$ cat src/rtl/axi4_stream_util_pkg.sv
`default_nettype none
// ============================================================================
// Module      : axi4_stream_util_pkg
// Description : Shared AXI4-Stream helpers: head-cut FSM state type, tkeep
//               byte counter and contiguous-ones keep mask generator.
//               Helpers work on MAX_BYTES-wide vectors; callers size-cast.
// Revision    : 1.0 - initial release
// ============================================================================
package axi4_stream_util_pkg;

  // Widest tkeep the helpers accept (512-bit tdata).
  localparam int MAX_BYTES = 64;

  typedef enum logic [1:0] {
    FIRST = 2'd0,
    BODY  = 2'd1,
    FLUSH = 2'd2
  } head_cut_state_t;

  // Number of valid bytes: position of the leftmost set keep bit plus one.
  function automatic logic [7:0] byte_cnt(input logic [MAX_BYTES-1:0] keep);
    logic [7:0] cnt;
    cnt = 8'd0;
    for (int i = 0; i < MAX_BYTES; i++) begin
      if (keep[i]) cnt = 8'(i + 1);
    end
    return cnt;
  endfunction

  // n ones starting at bit 0.
  function automatic logic [MAX_BYTES-1:0] keep_mask(input logic [7:0] n);
    logic [MAX_BYTES-1:0] m;
    m = '0;
    for (int i = 0; i < MAX_BYTES; i++) begin
      m[i] = (i < int'(n));
    end
    return m;
  endfunction

endpackage
`default_nettype wire

$ cat src/rtl/axi4_stream_byte_merge.sv
`default_nettype none
// ============================================================================
// Module      : axi4_stream_byte_merge
// Description : Combinational byte re-packer for the head-cut stage.
//               mrg_* : residue bytes in [res_cnt-1:0], beat bytes above.
//               shr_* : beat shifted down by cut bytes (next residue, or a
//                       single-beat packet's output word).
//               Bytes outside the resulting tkeep are forced to zero.
// Ports       : res_data_i/res_strb_i/res_cnt_i  residue word, strobes, count
//               beat_data_i/beat_keep_i/beat_strb_i current input beat
//               cut_i                             bytes removed from the head
//               mrg_*_o, shr_*_o                  merged / shifted results
// Revision    : 1.0 - initial release
// ============================================================================
module axi4_stream_byte_merge
  import axi4_stream_util_pkg::*;
#(
  parameter int DATA_WIDTH     = 32,
  parameter int DATA_WIDTH_B   = DATA_WIDTH / 8,
  parameter int DATA_WIDTH_B_W = $clog2(DATA_WIDTH_B)
) (
  input  logic [DATA_WIDTH-1:0]     res_data_i,
  input  logic [DATA_WIDTH_B-1:0]   res_strb_i,
  input  logic [DATA_WIDTH_B_W:0]   res_cnt_i,
  input  logic [DATA_WIDTH-1:0]     beat_data_i,
  input  logic [DATA_WIDTH_B-1:0]   beat_keep_i,
  input  logic [DATA_WIDTH_B-1:0]   beat_strb_i,
  input  logic [DATA_WIDTH_B_W-1:0] cut_i,
  output logic [DATA_WIDTH-1:0]     mrg_data_o,
  output logic [DATA_WIDTH_B-1:0]   mrg_keep_o,
  output logic [DATA_WIDTH_B-1:0]   mrg_strb_o,
  output logic [DATA_WIDTH-1:0]     shr_data_o,
  output logic [DATA_WIDTH_B-1:0]   shr_keep_o,
  output logic [DATA_WIDTH_B-1:0]   shr_strb_o
);

  function automatic logic [DATA_WIDTH-1:0] byte_mask(input logic [DATA_WIDTH_B-1:0] k);
    logic [DATA_WIDTH-1:0] m;
    for (int i = 0; i < DATA_WIDTH_B; i++) m[8*i +: 8] = {8{k[i]}};
    return m;
  endfunction

  logic [DATA_WIDTH_B-1:0] w_res_keep;
  logic [DATA_WIDTH-1:0]   w_mrg_data_raw;
  logic [DATA_WIDTH-1:0]   w_shr_data_raw;

  // Residue bytes are always valid; their count alone defines their keep.
  assign w_res_keep     = DATA_WIDTH_B'(keep_mask(8'(res_cnt_i)));

  // A shift by the full width (res_cnt = W, i.e. no residue room) yields zero.
  assign w_mrg_data_raw = res_data_i | (beat_data_i << {res_cnt_i, 3'b000});
  assign mrg_keep_o     = w_res_keep | (beat_keep_i << res_cnt_i);
  assign mrg_data_o     = w_mrg_data_raw & byte_mask(mrg_keep_o);
  assign mrg_strb_o     = (res_strb_i | (beat_strb_i << res_cnt_i)) & mrg_keep_o;

  assign w_shr_data_raw = beat_data_i >> {cut_i, 3'b000};
  assign shr_keep_o     = beat_keep_i >> cut_i;
  assign shr_data_o     = w_shr_data_raw & byte_mask(shr_keep_o);
  assign shr_strb_o     = (beat_strb_i >> cut_i) & shr_keep_o;

endmodule
`default_nettype wire

$ cat src/rtl/axi4_stream_head_cut.sv
`default_nettype none
// ============================================================================
// Module      : axi4_stream_head_cut
// Description : Removes the first cut_i bytes of every AXI4-Stream packet and
//               re-packs the remainder LSB-aligned. Output words are full
//               except the last. Output stage is fully registered.
// Ports       : clk_i, rst_i (sync, active-high)
//               cut_i        bytes to strip, sampled on the first beat
//               pkt_i_*      input stream (slave)
//               pkt_o_*      output stream (master)
//               hdr_o, hdr_valid_o  removed header bytes + pulse, only when
//                            AXI4_STREAM_HEAD_CUT_HDR_OUT_EN is defined
// Revision    : 1.0 - initial release
// ============================================================================
module axi4_stream_head_cut
  import axi4_stream_util_pkg::*;
#(
  parameter int DATA_WIDTH     = 32,
  parameter int ID_WIDTH       = 1,
  parameter int DEST_WIDTH     = 1,
  parameter int USER_WIDTH     = 1,
  parameter int DATA_WIDTH_B   = DATA_WIDTH / 8,
  parameter int DATA_WIDTH_B_W = $clog2(DATA_WIDTH_B)
) (
  input  logic                      clk_i,
  input  logic                      rst_i,
  input  logic [DATA_WIDTH_B_W-1:0] cut_i,
  input  logic                      pkt_i_tvalid,
  output logic                      pkt_i_tready,
  input  logic [DATA_WIDTH-1:0]     pkt_i_tdata,
  input  logic [DATA_WIDTH_B-1:0]   pkt_i_tkeep,
  input  logic [DATA_WIDTH_B-1:0]   pkt_i_tstrb,
  input  logic                      pkt_i_tlast,
  input  logic [ID_WIDTH-1:0]       pkt_i_tid,
  input  logic [DEST_WIDTH-1:0]     pkt_i_tdest,
  input  logic [USER_WIDTH-1:0]     pkt_i_tuser,
  output logic                      pkt_o_tvalid,
  input  logic                      pkt_o_tready,
  output logic [DATA_WIDTH-1:0]     pkt_o_tdata,
  output logic [DATA_WIDTH_B-1:0]   pkt_o_tkeep,
  output logic [DATA_WIDTH_B-1:0]   pkt_o_tstrb,
  output logic                      pkt_o_tlast,
  output logic [ID_WIDTH-1:0]       pkt_o_tid,
  output logic [DEST_WIDTH-1:0]     pkt_o_tdest,
  output logic [USER_WIDTH-1:0]     pkt_o_tuser
`ifdef AXI4_STREAM_HEAD_CUT_HDR_OUT_EN
  ,
  output logic [DATA_WIDTH-1:0]     hdr_o,
  output logic                      hdr_valid_o
`endif
);

  localparam int CNT_W = DATA_WIDTH_B_W + 1;  // byte count 0..W
  localparam int SUM_W = DATA_WIDTH_B_W + 2;  // residue + beat, up to 2W-1

  head_cut_state_t r_state, w_state_nxt;

  logic [DATA_WIDTH_B_W-1:0] r_cut, w_cut_eff;
  logic [ID_WIDTH-1:0]       r_tid;
  logic [DEST_WIDTH-1:0]     r_tdest;
  logic [USER_WIDTH-1:0]     r_tuser;

  logic [DATA_WIDTH-1:0]     r_res_data;
  logic [DATA_WIDTH_B-1:0]   r_res_strb;
  logic [CNT_W-1:0]          r_res_cnt;

  logic                      r_o_valid, r_o_last;
  logic [DATA_WIDTH-1:0]     r_o_data;
  logic [DATA_WIDTH_B-1:0]   r_o_keep, r_o_strb;
  logic [ID_WIDTH-1:0]       r_o_tid;
  logic [DEST_WIDTH-1:0]     r_o_tdest;
  logic [USER_WIDTH-1:0]     r_o_tuser;

  logic                      w_slot_free, w_acc;
  logic [CNT_W-1:0]          w_in_cnt;
  logic [SUM_W-1:0]          w_sum;
  logic [DATA_WIDTH_B-1:0]   w_flush_keep;

  logic [DATA_WIDTH-1:0]     w_mrg_data, w_shr_data;
  logic [DATA_WIDTH_B-1:0]   w_mrg_keep, w_mrg_strb, w_shr_keep, w_shr_strb;

  logic                      w_emit, w_e_last, w_res_ld, w_first_ld;
  logic [DATA_WIDTH-1:0]     w_e_data;
  logic [DATA_WIDTH_B-1:0]   w_e_keep, w_e_strb;

  assign w_slot_free  = !r_o_valid || pkt_o_tready;
  assign pkt_i_tready = (r_state != FLUSH) && w_slot_free;
  assign w_acc        = pkt_i_tvalid && pkt_i_tready;

  // The first beat is processed with the live cut_i; later beats use the latch.
  assign w_cut_eff    = (r_state == FIRST) ? cut_i : r_cut;
  assign w_in_cnt     = CNT_W'(byte_cnt(MAX_BYTES'(pkt_i_tkeep)));
  assign w_sum        = SUM_W'(r_res_cnt) + SUM_W'(w_in_cnt);
  assign w_flush_keep = DATA_WIDTH_B'(keep_mask(8'(r_res_cnt)));

  axi4_stream_byte_merge #(
    .DATA_WIDTH     (DATA_WIDTH),
    .DATA_WIDTH_B   (DATA_WIDTH_B),
    .DATA_WIDTH_B_W (DATA_WIDTH_B_W)
  ) u_merge (
    .res_data_i  (r_res_data),
    .res_strb_i  (r_res_strb),
    .res_cnt_i   (r_res_cnt),
    .beat_data_i (pkt_i_tdata),
    .beat_keep_i (pkt_i_tkeep),
    .beat_strb_i (pkt_i_tstrb),
    .cut_i       (w_cut_eff),
    .mrg_data_o  (w_mrg_data),
    .mrg_keep_o  (w_mrg_keep),
    .mrg_strb_o  (w_mrg_strb),
    .shr_data_o  (w_shr_data),
    .shr_keep_o  (w_shr_keep),
    .shr_strb_o  (w_shr_strb)
  );

  always_ff @(posedge clk_i) begin
    if (rst_i) r_state <= FIRST;
    else       r_state <= w_state_nxt;
  end

  always_comb begin
    w_state_nxt = r_state;
    w_emit      = 1'b0;
    w_e_data    = w_mrg_data;
    w_e_keep    = w_mrg_keep;
    w_e_strb    = w_mrg_strb;
    w_e_last    = 1'b0;
    w_res_ld    = 1'b0;
    w_first_ld  = 1'b0;
    case (r_state)
      FIRST: begin
        if (w_acc) begin
          w_first_ld = 1'b1;
          if (cut_i == '0) begin
            // Nothing to strip: forward the beat as-is, one cycle later.
            w_emit   = 1'b1;
            w_e_data = pkt_i_tdata;
            w_e_keep = pkt_i_tkeep;
            w_e_strb = pkt_i_tstrb;
            w_e_last = pkt_i_tlast;
            if (!pkt_i_tlast) w_state_nxt = BODY;
          end else if (!pkt_i_tlast) begin
            w_res_ld    = 1'b1;
            w_state_nxt = BODY;
          end else if (w_in_cnt > CNT_W'(cut_i)) begin
            w_emit   = 1'b1;
            w_e_data = w_shr_data;
            w_e_keep = w_shr_keep;
            w_e_strb = w_shr_strb;
            w_e_last = 1'b1;
          end
          // Otherwise the whole single-beat packet is header: dropped.
        end
      end
      BODY: begin
        if (w_acc) begin
          w_emit = 1'b1;
          if (r_cut == '0) begin
            w_e_data = pkt_i_tdata;
            w_e_keep = pkt_i_tkeep;
            w_e_strb = pkt_i_tstrb;
            w_e_last = pkt_i_tlast;
            if (pkt_i_tlast) w_state_nxt = FIRST;
          end else if (!pkt_i_tlast) begin
            w_res_ld = 1'b1;
          end else if (w_sum <= SUM_W'(DATA_WIDTH_B)) begin
            w_e_last    = 1'b1;
            w_state_nxt = FIRST;
          end else begin
            // Tail overflows this word: emit it full, hold the rest for FLUSH.
            w_res_ld    = 1'b1;
            w_state_nxt = FLUSH;
          end
        end
      end
      FLUSH: begin
        if (w_slot_free) begin
          w_emit      = 1'b1;
          w_e_data    = r_res_data;
          w_e_keep    = w_flush_keep;
          w_e_strb    = r_res_strb;
          w_e_last    = 1'b1;
          w_state_nxt = FIRST;
        end
      end
      default: w_state_nxt = FIRST;
    endcase
  end

  always_ff @(posedge clk_i) begin
    if (rst_i) begin
      r_res_data <= '0;
      r_res_strb <= '0;
      r_res_cnt  <= '0;
      r_cut      <= '0;
      r_tid      <= '0;
      r_tdest    <= '0;
      r_tuser    <= '0;
    end else begin
      if (w_res_ld) begin
        r_res_data <= w_shr_data;
        r_res_strb <= w_shr_strb;
        r_res_cnt  <= w_in_cnt - CNT_W'(w_cut_eff);
      end
      if (w_first_ld) begin
        r_cut   <= cut_i;
        r_tid   <= pkt_i_tid;
        r_tdest <= pkt_i_tdest;
        r_tuser <= pkt_i_tuser;
      end
    end
  end

  // Output slot: loads only when empty or draining this cycle.
  always_ff @(posedge clk_i) begin
    if (rst_i) begin
      r_o_valid <= 1'b0;
      r_o_data  <= '0;
      r_o_keep  <= '0;
      r_o_strb  <= '0;
      r_o_last  <= 1'b0;
      r_o_tid   <= '0;
      r_o_tdest <= '0;
      r_o_tuser <= '0;
    end else if (w_slot_free) begin
      r_o_valid <= w_emit;
      if (w_emit) begin
        r_o_data  <= w_e_data;
        r_o_keep  <= w_e_keep;
        r_o_strb  <= w_e_strb;
        r_o_last  <= w_e_last;
        r_o_tid   <= (r_state == FIRST) ? pkt_i_tid   : r_tid;
        r_o_tdest <= (r_state == FIRST) ? pkt_i_tdest : r_tdest;
        r_o_tuser <= (r_state == FIRST) ? pkt_i_tuser : r_tuser;
      end
    end
  end

  assign pkt_o_tvalid = r_o_valid;
  assign pkt_o_tdata  = r_o_data;
  assign pkt_o_tkeep  = r_o_keep;
  assign pkt_o_tstrb  = r_o_strb;
  assign pkt_o_tlast  = r_o_last;
  assign pkt_o_tid    = r_o_tid;
  assign pkt_o_tdest  = r_o_tdest;
  assign pkt_o_tuser  = r_o_tuser;

`ifdef AXI4_STREAM_HEAD_CUT_HDR_OUT_EN
  logic [DATA_WIDTH-1:0] r_hdr, w_hdr_mask;
  logic                  r_hdr_valid;

  always_comb begin
    w_hdr_mask = '0;
    for (int i = 0; i < DATA_WIDTH_B; i++) begin
      w_hdr_mask[8*i +: 8] = {8{(i < int'(cut_i))}};
    end
  end

  // Pulses for every first beat with a non-zero cut, dropped packets included.
  always_ff @(posedge clk_i) begin
    if (rst_i) begin
      r_hdr       <= '0;
      r_hdr_valid <= 1'b0;
    end else begin
      r_hdr_valid <= w_acc && (r_state == FIRST) && (cut_i != '0);
      if (w_acc && (r_state == FIRST) && (cut_i != '0)) begin
        r_hdr <= pkt_i_tdata & w_hdr_mask;
      end
    end
  end

  assign hdr_o       = r_hdr;
  assign hdr_valid_o = r_hdr_valid;
`endif

endmodule
`default_nettype wire

$ cat config.mk
export PLATFORM = sky130hd
export DESIGN_NAME = axi4_stream_head_cut
export DESIGN_NICKNAME = d
export VERILOG_FILES = /design/src/rtl/axi4_stream_util_pkg.sv /design/src/rtl/axi4_stream_byte_merge.sv /design/src/rtl/axi4_stream_head_cut.sv
export SDC_FILE = /design/constraint.sdc
export NUM_CORES = 1
export LEC_CHECK = 0
export CORE_MARGIN = 2
export CORE_UTILIZATION = 51
export DETAILED_ROUTE_END_ITERATION = 6
export MAX_ROUTING_LAYER = met4
export PLACE_DENSITY = 0.74
export SETUP_SLACK_MARGIN = 0.05
export SLEW_MARGIN = 20
export SYNTH_ARGS = -nofsm -noshare
export SYNTH_HDL_FRONTEND = slang
export SYNTH_HIERARCHICAL = 1
export SYNTH_SLANG_ARGS = --single-unit
$ cat constraint.sdc
create_clock -name clk_i -period 2.45 [get_ports clk_i]
set_input_delay 0.245 -clock clk_i [delete_from_list [all_inputs] [get_ports clk_i]]
set_output_delay 0.245 -clock clk_i [all_outputs]
set_load 0.02 [all_outputs]
==> results.toml <==
[routing]
viasPerCell = 6.49
dr.pass1.iters = 7
detail_route.wirelength_um = 25100
vias = 7358
final_antenna_net_count = 0
drt_iter0_drc = 895
avgRoutedWirePerCell_um = 22.1
drc = 2

[sta]
min_period_ns = 2.36
max_freq_ghz = 0.424
slew_viol_final = 0
worstMarginPinSlew_ns = 0.617
hold_viol = 0
fin_ws_ns = 0.0941
min_period_over_period_pct = 96.2
fin_setup_tns_ns = 0
fin_skew_ns = 0.0101
slew_headroom_pct = 58.9
whs_ns = 0.349
setup_viol = 0
rsz0062_at_grt = "true"

[clock_network]
clock_latency_ns = 0.36
cts_tree = "done"
clk_path_buf_depth = 2
clk_pin_slew_ns = 0.07
cts_sinks = 91
cts_max_level = 3
clock-root-buffer = "clkbuf_16"
ctsHoldBuffers = 0
cts_buffers = 9

[cells_and_area]
stdcell_count = 1133
nNetsFinal = 1006
drive_gt1_share_pct = 21.5
antenna_cells = 0
area_delta_synth_final_pct = 30.3
fin_area_um2 = 9260

[setup_path]
crit_fanout = 26
r2r_end = "pkt_o_tdata[1]"
reg2reg_depth = 8
start_kind = "flop"
ff2ff_setup_slack_ns = 0.09
critPathLaunch = "r_state[1]"
path_class = "flop to flop"
cp.required_ns = 2.67
r2r-start = "r_state[1]"
critPathArrivalTime_ns = 2.58
crit_path_end_kind = "flop"

[die]
die_area_um2 = 14900
die_x_um = 122
io_pins = 96
fp.dieH_um = 122
core_region_area_um2 = 13700
row_count = 43
initial_utilization_pct = 51.8

[place]
gp_congestion = 0.973
placed_area_um2 = 8620
dp.cells = 1104
portBuffers = 95
pre_cts_slack_ns = -0.477
place_hpwl_um = 16800

[global_route]
grt_pass1_wl_um = 38400
grt_pass1_vias = 7002
grt.total_usage_pct = 34.1
grt_max_degree = 54
gr-total-overflow = 0
antenna_found_initial = 0

[logic_synthesis]
synth_area_leaders = "dfxtp_1, mux2i_1, nand2b_1"
netlist_area_um2 = 7110
synth.top_cell.area_share_pct = 25.6
seq_area_frac_synth_pct = 25.6
synth_async_sr_flop_share_pct = 0
synth_nets = 883
synth-edff-count = 0
synth_cell_type_count = 70
yosysWarnings = 6
synthFlopType = "dfxtp_1"
ys_ff_latch = 91
synthCells = 826
yosys.area.top_type = "dfxtp_1"
avgSynthCellArea_um2 = 8.60

[min_path]
hold_start = "pkt_i_tkeep[3]"
hp-class = "input port to flop"
hold_depth = 3
hold_path_end = "pkt_o_tkeep[3]"

[power]
p_per_area_nw_per_um2 = 553
leakage_uw = 0.00346
vdd_drop_max_mv = 0.442

[outcome]
outcome = "complete, but fails checks"
violations = "DRC"

[job]
max-cap-violations = 0
-- cell usage after synthesis, types with 3 or more instances --
cell type  instances
a211oi_1          25
a211oi_2          30
a21oi_1           24
a221oi_1          11
a22oi_1           37
a2bb2oi_1         49
a311oi_1           6
a31oi_1            4
and2_1            11
buf_2             22
buf_4              8
buf_6             14
clkbuf_1          30
dfxtp_1           91
ha_1               6
inv_1             16
mux2_2            14
mux2_4             3
mux2i_1           80
nand2_1           18
nand2b_1          78
nand3_1            5
nor2_1            87
nor2b_1           18
nor3_1            48
o2111ai_1          3
o211a_1            4
o21a_1            10
o21ai_0           11
o22ai_1           10
-- worst max-delay path by stage --
stage                                end  slack [ns]  cells after the start
after floorplan             r_res_cnt[0]       0.007                     12
after global placement     r_res_strb[0]       -0.38                     11
after detailed placement   r_res_strb[3]       -0.48                     11
after CTS                 pkt_o_tdata[3]        0.04                      9
after global routing      pkt_o_tdata[1]       -0.02                     10
final                     pkt_o_tdata[1]        0.09                      8
-- cells by family after synthesis --
family	synth area share, %
AO/OA/AOI/OAI	28.8
XOR/XNOR	0.370
adder cells (fa/ha/maj)	1.34
buffers and inverters	7.55
flip-flops	25.6
multiplexers	14.4
AND/OR/NAND/NOR	21.9
-- registers in the layout, indices dropped and copies added, names as in the netlist --
signal / count
pkt_o_tdata: 32
r_res_data: 32
pkt_o_tkeep: 4
pkt_o_tstrb: 4
r_res_strb: 4
r_res_cnt: 3
r_cut: 2
r_state: 2
pkt_o_tdest: 1
pkt_o_tid: 1
pkt_o_tlast: 1
pkt_o_tuser: 1
pkt_o_tvalid: 1
r_tdest: 1
r_tid: 1
r_tuser: 1
-- worst max-delay path: stages (launching register included) --
cell	delay, ns
dfxtp_1	0.33
nor2_4	0.18
mux2_2	0.42
buf_12	0.19
a211oi_2	0.28
a211oi_4	0.09
or3b_2	0.49
o2111ai_1	0.12
a311oi_1	0.12
-- area by class of cell --
type / count / area [um2]
clock buffer: 11 / 253
clock inverter: 4 / 26.3
multi-input combinational: 640 / 4910
tap: 180 / 225
inverter: 17 / 63.8
sequential: 91 / 1820
timing repair buffer: 190 / 1950
fill: 1130 / 4460
-- layout by cell type, fill, tap and decap left out, types with 13 or more instances in the layout --
| cell | netlist | routed |
|---|---|---|
| dfxtp_1 | 91 | 89 |
| a2bb2oi_1 | 49 | 49 |
| nor3_1 | 48 | 48 |
| nand2b_1 | 78 | 78 |
| a22oi_1 | 37 | 37 |
| nor2_1 | 87 | 86 |
| buf_12 | 1 | 16 |
| buf_4 | 8 | 74 |
| mux2_2 | 14 | 14 |
| a211oi_1 | 25 | 16 |
| inv_1 | 16 | 13 |
| clkdlybuf4s50_1 | 0 | 89 |
| nor2b_1 | 18 | 16 |
| mux2i_1 | 80 | 76 |
| a21oi_1 | 24 | 24 |
| a211oi_2 | 30 | 37 |
| nand2_1 | 18 | 18 |
-- power breakdown --
group          internal, uW  total (uW)  switching, uW
Sequential             1590        1660           73.6
Combinational           975        2090           1110
Clock                   737        1360            625
Total                  3300        5110           1810
-- what timing repair did --
action / 4_1_cts / 5_1_grt
endpoints found under the setup margin: 81 / 76
setup buffers: 0 / 9
resized for setup: 20 / 23
pin swaps: 6 / 12
gates cloned: 3 / 2
-- through the flow --
step	utilization, %	total power (uW)
2_1_floorplan	-	2890
3_3_place_gp	62.8	3570
3_5_place_dp	62.8	3610
4_1_cts	66.0	5010
5_1_grt	67.5	5320
6_report	67.5	5110
-- layer usage --
metal	wire length (um)	vias up	GRT usage, %
li1	-	3322	-
met1	10700	3559	44.8
met2	11700	413	53.1
met3	2080	64	5.48
met4	618	0	12.4
met5	0	-	-
Note: power is estimated with default switching activity, not from simulation.
